$ cat config.mk
export PLATFORM = sky130hd
export DESIGN_NAME = hyper_trx_arbiter_flat
export DESIGN_NICKNAME = d
export VERILOG_FILES = /design/src/rtl/hyper_trx_arbiter_pkg.sv /design/src/rtl/hyper_trx_arbiter_if.sv /design/src/rtl/hyper_trx_arbiter_rr_sel.sv /design/src/rtl/hyper_trx_arbiter.sv /design/src/flat_wrapper.sv
export SDC_FILE = /design/constraint.sdc
export NUM_CORES = 1
export LEC_CHECK = 0
export ABC_AREA = 1
export CAP_MARGIN = 0
export CORE_MARGIN = 2
export CORE_UTILIZATION = 40
export DETAILED_ROUTE_END_ITERATION = 10
export PLACE_DENSITY = 0.81
export REMOVE_ABC_BUFFERS = 1
export SYNTH_ARGS = -nofsm -noshare
export SYNTH_HDL_FRONTEND = slang
export SYNTH_SLANG_ARGS = --single-unit
export TNS_END_PERCENT = 30
$ cat constraint.sdc
create_clock -name clk_i -period 1.54 [get_ports clk_i]
set_input_delay 0.154 -clock clk_i [delete_from_list [all_inputs] [get_ports clk_i]]
set_output_delay 0.154 -clock clk_i [all_outputs]
set_load 0.1 [all_outputs]
$ cat src/rtl/hyper_trx_arbiter_pkg.sv
// hyper_trx_arb_pkg: shared types and constants for the Hyperbus transaction arbiter.
//   AddrWidth/BurstWidth/NumChips fix the header field widths used by every file,
//   hdr_t is the registered transaction header, state_t is the sequencer state.
package hyper_trx_arb_pkg;
   localparam int AddrWidth  = 32;
   localparam int BurstWidth = 16;
   localparam int NumChips   = 2;
   // A single chip still needs a one-bit index field.
   function automatic int cs_width(input int n);
      return (n > 1) ? $clog2(n) : 1;
   endfunction
   localparam int CsWidth = cs_width(NumChips);
   typedef struct packed {
      logic                  write;
      logic [AddrWidth-1:0]  addr;
      logic [BurstWidth-1:0] burst;
      logic [CsWidth-1:0]    cs;
   } hdr_t;
   typedef enum logic [1:0] {IDLE, ISSUE, BUSY, GAP} state_t;
endpackage

$ cat src/rtl/hyper_trx_arbiter_if.sv
// hyper_trx_arbiter_if: requester, PHY and status signals of the transaction arbiter.
//   cfg_gap                          recovery gap config
//   req_valid/req_ready/req_write    per-requester handshake and direction
//   req_addr/req_burst/req_cs        per-requester header fields
//   phy_valid/phy_ready/phy_done     PHY header handshake and completion pulse
//   phy_write/phy_addr/phy_burst/phy_cs  registered header towards the PHY
//   grant/busy                       current owner and activity status
//   modport slave: arbiter side; modport master: requesters + PHY side.
interface hyper_trx_arbiter_if
   import hyper_trx_arb_pkg::*;
#(
   parameter int NumReq   = 2,
   parameter int GapWidth = 4
);
   logic [GapWidth-1:0]                 cfg_gap;
   logic [NumReq-1:0]                   req_valid;
   logic [NumReq-1:0]                   req_ready;
   logic [NumReq-1:0]                   req_write;
   logic [NumReq-1:0][AddrWidth-1:0]    req_addr;
   logic [NumReq-1:0][BurstWidth-1:0]   req_burst;
   logic [NumReq-1:0][CsWidth-1:0]      req_cs;
   logic                                phy_valid;
   logic                                phy_ready;
   logic                                phy_write;
   logic [AddrWidth-1:0]                phy_addr;
   logic [BurstWidth-1:0]               phy_burst;
   logic [CsWidth-1:0]                  phy_cs;
   logic                                phy_done;
   logic [NumReq-1:0]                   grant;
   logic                                busy;
   modport slave (
      input  cfg_gap, req_valid, req_write, req_addr, req_burst, req_cs, phy_ready, phy_done,
      output req_ready, phy_valid, phy_write, phy_addr, phy_burst, phy_cs, grant, busy
   );
   modport master (
      output cfg_gap, req_valid, req_write, req_addr, req_burst, req_cs, phy_ready, phy_done,
      input  req_ready, phy_valid, phy_write, phy_addr, phy_burst, phy_cs, grant, busy
   );
endinterface

$ cat src/rtl/hyper_trx_arbiter_rr_sel.sv
// hyper_rr_sel: combinational round-robin selector.
//   req   in   pending requests
//   last  in   index of the previous winner; search starts at last+1 and wraps
//   gnt   out  one-hot winner (zero when no request)
//   idx   out  binary winner index
//   any   out  at least one request pending
module hyper_rr_sel
   import hyper_trx_arb_pkg::*;
#(
   parameter int NumReq = 2,
   localparam int IdxWidth = $clog2(NumReq)
) (
   input  logic [NumReq-1:0]   req,
   input  logic [IdxWidth-1:0] last,
   output logic [NumReq-1:0]   gnt,
   output logic [IdxWidth-1:0] idx,
   output logic                any
);
   // Walk from the farthest candidate to the nearest one so that the nearest
   // pending requester after last overwrites every other hit.
   always_comb begin
      gnt = '0;
      idx = '0;
      for (int i = NumReq; i >= 1; i--) begin
         if (req[(int'(last) + i) % NumReq]) begin
            gnt = NumReq'(1) << ((int'(last) + i) % NumReq);
            idx = IdxWidth'((int'(last) + i) % NumReq);
         end
      end
   end
   assign any = |req;
endmodule

$ cat src/rtl/hyper_trx_arbiter.sv
// hyper_trx_arbiter: round-robin owner selection and header sequencing for the
// shared Hyperbus PHY transaction port.
//   clk_i   in   clock
//   rst_ni  in   synchronous active-low reset
//   bus     slave modport: requester headers in, PHY header out, grant/busy status
// One header is captured per grant; the grant is held until the PHY reports
// done, followed by cfg_gap idle cycles before the next arbitration.
module hyper_trx_arbiter
   import hyper_trx_arb_pkg::*;
#(
   parameter int NumReq   = 2,
   parameter int GapWidth = 4
) (
   input logic               clk_i,
   input logic               rst_ni,
   hyper_trx_arbiter_if.slave bus
);
   localparam int IdxWidth = $clog2(NumReq);

   state_t              state_q, state_d;
   hdr_t                hdr_q, hdr_d;
   logic [NumReq-1:0]   grant_q, grant_d, win;
   logic [IdxWidth-1:0] last_q, last_d, win_idx;
   logic [GapWidth-1:0] cnt_q, cnt_d;
   logic                any;

   hyper_rr_sel #(.NumReq(NumReq)) u_sel (
      .req  (bus.req_valid),
      .last (last_q),
      .gnt  (win),
      .idx  (win_idx),
      .any  (any)
   );

   always_ff @(posedge clk_i) begin
      if (!rst_ni) begin
         state_q <= IDLE;
         hdr_q   <= '0;
         grant_q <= '0;
         last_q  <= IdxWidth'(NumReq - 1);
         cnt_q   <= '0;
      end else begin
         state_q <= state_d;
         hdr_q   <= hdr_d;
         grant_q <= grant_d;
         last_q  <= last_d;
         cnt_q   <= cnt_d;
      end
   end

   always_comb begin
      state_d       = state_q;
      hdr_d         = hdr_q;
      grant_d       = grant_q;
      last_d        = last_q;
      cnt_d         = cnt_q;
      bus.req_ready = '0;
      case (state_q)
         IDLE: begin
            if (any) begin
               bus.req_ready = win;
               hdr_d = '{write: bus.req_write[win_idx], addr: bus.req_addr[win_idx],
                         burst: bus.req_burst[win_idx], cs: bus.req_cs[win_idx]};
               grant_d = win;
               last_d  = win_idx;
               state_d = ISSUE;
            end
         end
         ISSUE: state_d = bus.phy_ready ? BUSY : ISSUE;
         BUSY: begin
            if (bus.phy_done) begin
               grant_d = '0;
               cnt_d   = bus.cfg_gap;
               state_d = (bus.cfg_gap == '0) ? IDLE : GAP;
            end
         end
         GAP: begin
            // The counter holds the remaining GAP cycles including this one.
            cnt_d   = cnt_q - 1'b1;
            state_d = (cnt_q <= GapWidth'(1)) ? IDLE : GAP;
         end
         default: state_d = IDLE;
      endcase
   end

   assign bus.phy_valid = state_q == ISSUE;
   assign bus.phy_write = hdr_q.write;
   assign bus.phy_addr  = hdr_q.addr;
   assign bus.phy_burst = hdr_q.burst;
   assign bus.phy_cs    = hdr_q.cs;
   assign bus.grant     = grant_q;
   assign bus.busy      = state_q != IDLE;
endmodule

$ cat src/flat_wrapper.sv
// flat-port wrapper written by rule: the top's interface ports become plain ports
module hyper_trx_arbiter_flat import hyper_trx_arb_pkg::*;
#(
   parameter int NumReq   = 2,
   parameter int GapWidth = 4
)
  (clk_i, rst_ni, bus_cfg_gap, bus_req_valid, bus_req_write, bus_req_addr, bus_req_burst, bus_req_cs, bus_phy_ready, bus_phy_done, bus_req_ready, bus_phy_valid, bus_phy_write, bus_phy_addr, bus_phy_burst, bus_phy_cs, bus_grant, bus_busy);
  hyper_trx_arbiter_if #(.NumReq(NumReq), .GapWidth(GapWidth)) bus_i ();
  input logic clk_i;
  input logic rst_ni;
  input wire logic [$bits(bus_i.cfg_gap)-1:0] bus_cfg_gap;
  input wire logic [$bits(bus_i.req_valid)-1:0] bus_req_valid;
  input wire logic [$bits(bus_i.req_write)-1:0] bus_req_write;
  input wire logic [$bits(bus_i.req_addr)-1:0] bus_req_addr;
  input wire logic [$bits(bus_i.req_burst)-1:0] bus_req_burst;
  input wire logic [$bits(bus_i.req_cs)-1:0] bus_req_cs;
  input wire logic [$bits(bus_i.phy_ready)-1:0] bus_phy_ready;
  input wire logic [$bits(bus_i.phy_done)-1:0] bus_phy_done;
  output wire logic [$bits(bus_i.req_ready)-1:0] bus_req_ready;
  output wire logic [$bits(bus_i.phy_valid)-1:0] bus_phy_valid;
  output wire logic [$bits(bus_i.phy_write)-1:0] bus_phy_write;
  output wire logic [$bits(bus_i.phy_addr)-1:0] bus_phy_addr;
  output wire logic [$bits(bus_i.phy_burst)-1:0] bus_phy_burst;
  output wire logic [$bits(bus_i.phy_cs)-1:0] bus_phy_cs;
  output wire logic [$bits(bus_i.grant)-1:0] bus_grant;
  output wire logic [$bits(bus_i.busy)-1:0] bus_busy;
  assign bus_i.cfg_gap = bus_cfg_gap;
  assign bus_i.req_valid = bus_req_valid;
  assign bus_i.req_write = bus_req_write;
  assign bus_i.req_addr = bus_req_addr;
  assign bus_i.req_burst = bus_req_burst;
  assign bus_i.req_cs = bus_req_cs;
  assign bus_i.phy_ready = bus_phy_ready;
  assign bus_i.phy_done = bus_phy_done;
  assign bus_req_ready = bus_i.req_ready;
  assign bus_phy_valid = bus_i.phy_valid;
  assign bus_phy_write = bus_i.phy_write;
  assign bus_phy_addr = bus_i.phy_addr;
  assign bus_phy_burst = bus_i.phy_burst;
  assign bus_phy_cs = bus_i.phy_cs;
  assign bus_grant = bus_i.grant;
  assign bus_busy = bus_i.busy;
  hyper_trx_arbiter #(.NumReq(NumReq), .GapWidth(GapWidth)) u_core (.clk_i(clk_i), .rst_ni(rst_ni), .bus(bus_i));
endmodule
==> flow_summary.ini <==
[timing]
tightest_slew_ns = 0.288
finalMaxSlewViolations = 0
hold_viol = 0
fin_crit_sh = 0.952
fmax_mhz = 682
setup_viol = 0
finClkSkew_ns = 0.00911
grt_setup_unrepaired = false
relSlewSlack = 0.806
finalCriticalPeriod_ns = 1.47

[pwr]
p_total_w = 0.00737
p_leak_nw = 2.66
cell_internal_pwr_w = 0.00393
powerDensity_nw_per_um2 = 1310
ir_drop_uv = 690
netSwitchingPower_w = 0.00344
clkPwrFrac = 0.162
swShare = 0.467
share_comb_of_total_power = 0.560
seqPwrFrac = 0.278

[yosys]
seq_area_frac_synth = 0.373
synth_compound_area_frac = 0.304
synth_flop_cell = dfxtp_1
synthSimpleGateAreaFrac = 0.115
synthMuxAreaShare = 0
synth_seq_cells = 59
synth_top_family_by_area = compound AO/OA/AOI/OAI gates
synth_xor_xnor_area_share = 0
yosysWarnings = 0
syn_area_per_cell_sq_um = 6.87
ys_types = 24
synth_area_sq_um = 3170
async_reset_ff_frac = 0
synth-edff-count = 0
syn_inst = 461
synth-adder-area-share = 0.00791

[finish]
fin_area_sq_um = 5620
drive_gt1_frac = 0.184
final_core_util = 0.731
fillers = 598
layout_common_cells = inv_1 (113), clkdlybuf4s50_1 (108), o21ai_0 (91)
final_common_cell = inv_1
fin_nets = 733
syn_to_final_growth_pct = 77.5
diodes = 0

[setup_path]
cp_data_required_time_ns = 1.39
end_kind = primary output
path_class = input port to primary output
crit_path_start_kind = input port
cp_top_family = buffers and inverters
reg2reg_depth = 7
cp_max_fo = 3
critPathBufInv = 4
slowest_stage = clkdlybuf4s50_1
reg2reg_setup_slack_ns = 0.20
critPathMaxStageDelay_ns = 0.58
critPathArrivalTime_ns = 1.31
cp.depth = 6
crit_chain = clkdlybuf4s50_1 > inv_2 > o21a_1 > nand2_1 > inv_1 > buf_12

[die]
rows = 32
die_height_um = 93.0
initial_core_util = 0.412
num_io_pins = 166
core_sq_um = 7690
die_x_um = 93.0
dieArea_sq_um = 8640

[outcome]
outcome = complete, no violations

[clock_tree]
clk_path_buf_depth = 2
clk_pin_slew_ns = 0.07
root_buffer = clkbuf_8
clock_sinks = 59
cts_buffers = 9
holdBufCountCts = 0
cts_tree = yes
htreeDepth = 3
clock_latency_ns = 0.32

[min_path]
holdCritPathClass = input port to flip-flop
holdPathStages = 3

[route]
vias = 3371
routedWlPerCell_um = 12.4
antenna_left = 0
drt_iter0_markers = 118
routed_wl_um = 9010
drc = 0
vias_per_cell = 4.64
first_pass_iters = 4

[grt]
grt_max_degree = 57
antenna_found_initial = 0
overflow = 0
grt_pass1_wl_um = 14800
grt.total_usage = 0.214
grt_pass1_vias = 3217

[place]
postPlaceCellArea_sq_um = 5450
place_congestion = 0.836
hpwlAfterDp_um = 6790
port_buffers = 165

[flow_run]
maxCapViolations = 0
-- sequential cells by signal, summed over array words and instances, names as in the netlist --
| signal | flops |
|---|---|
| u_core.cnt_q | 4 |
| u_core.state_q | 2 |
| u_core.bus.phy_addr | 32 |
| u_core.bus.grant | 2 |
| u_core.last_q | 1 |
| u_core.bus.phy_burst | 16 |
| u_core.bus.phy_write | 1 |
| u_core.bus.phy_cs | 1 |
-- power groups by stage --
stage                     registers, W  clock network (W)  logic [W]
final                          0.00205            0.00120    0.00413
after global routing           0.00208            0.00132    0.00433
after CTS                      0.00205            0.00124    0.00415
after detailed placement       0.00208                  0    0.00415
after global placement         0.00207                  0    0.00408
after floorplan                0.00358                  0   0.000872
-- synth_stat cells (2+ instances only) --
master | n | area share
inv_1 | 113 | 0.13
o21ai_0 | 91 | 0.14
nand2_1 | 71 | 0.084
dfxtp_1 | 59 | 0.37
a21oi_2 | 30 | 0.083
a21oi_1 | 27 | 0.043
o21ai_1 | 16 | 0.025
buf_2 | 11 | 0.017
nor2_1 | 9 | 0.011
buf_6 | 8 | 0.028
nand3_1 | 7 | 0.011
clkbuf_1 | 5 | 0.0059
clkbuf_8 | 2 | 0.0087
ha_1 | 2 | 0.0079
-- worst paths after layout --
| check | from | to |
|---|---|---|
| worst max-delay path | bus_req_valid[1] | bus_req_ready[0] |
| worst min-delay path | bus_req_addr[51] | u_core.bus.phy_addr[19]$_SDFFE_PN0P_ |
| worst max register to register | u_core.state_q[1]$_SDFFE_PN0P_ | u_core.bus.phy_burst[2]$_SDFFE_PN0P_ |
| worst min register to register | u_core.bus.grant[0]$_SDFFE_PN0P_ | u_core.bus.grant[0]$_SDFFE_PN0P_ |
-- layout make-up --
cell class | count | area, sq um | share of cell area
clock buffer | 12 | 145 | 0.0258
inverter | 115 | 434 | 0.0772
timing repair buffer | 176 | 2360 | 0.419
clock inverter | 3 | 15.0 | 0.00267
multi-input combinational | 260 | 1360 | 0.242
tap | 102 | 128 | 0.0227
sequential | 59 | 1180 | 0.210
-- routing by layer --
metal,vias to the layer above,global-route usage,part of all wire
li1,1750,-,-
met1,1491,0.234,0.39
met2,113,0.383,0.52
met3,17,0.0586,0.069
met4,0,0.0956,0.027
met5,-,0,0
-- worst min-delay path: stages --
cell and delay [ns]:
clkdlybuf4s50_1 0.40, nand2_1 0.06, a21oi_1 0.05
-- metrics by stage --
stage               TNS, ns  instances  hold WS [ns]  setup slack, ns
floorplan            -62.34        434         0.238            -1.82
global placement     -0.877        711         0.482          -0.0376
detailed placement    -3.08        711         0.490          -0.0986
CTS                       0        727         0.372           0.0837
global route              0        727         0.371           0.0260
finish                    0        727         0.388           0.0732
-- timing repair --
action | in CTS | in global routing
buffers inserted | 1 | 0
gates resized for setup | 1 | 0
endpoints found under the hold margin | 0 | 0
setup endpoints to repair | 2 | 0
-- cell families (layout without fill, tap and decap cells) --
group	count (synthesis)	count (layout)
flip-flops	59	59
AO/OA/AOI/OAI	167	167
AND/OR/NAND/NOR	91	91
buffers and inverters	142	306
adder cells (fa/ha/maj)	2	2
No activity file was read; power rests on OpenSTA's default activity.
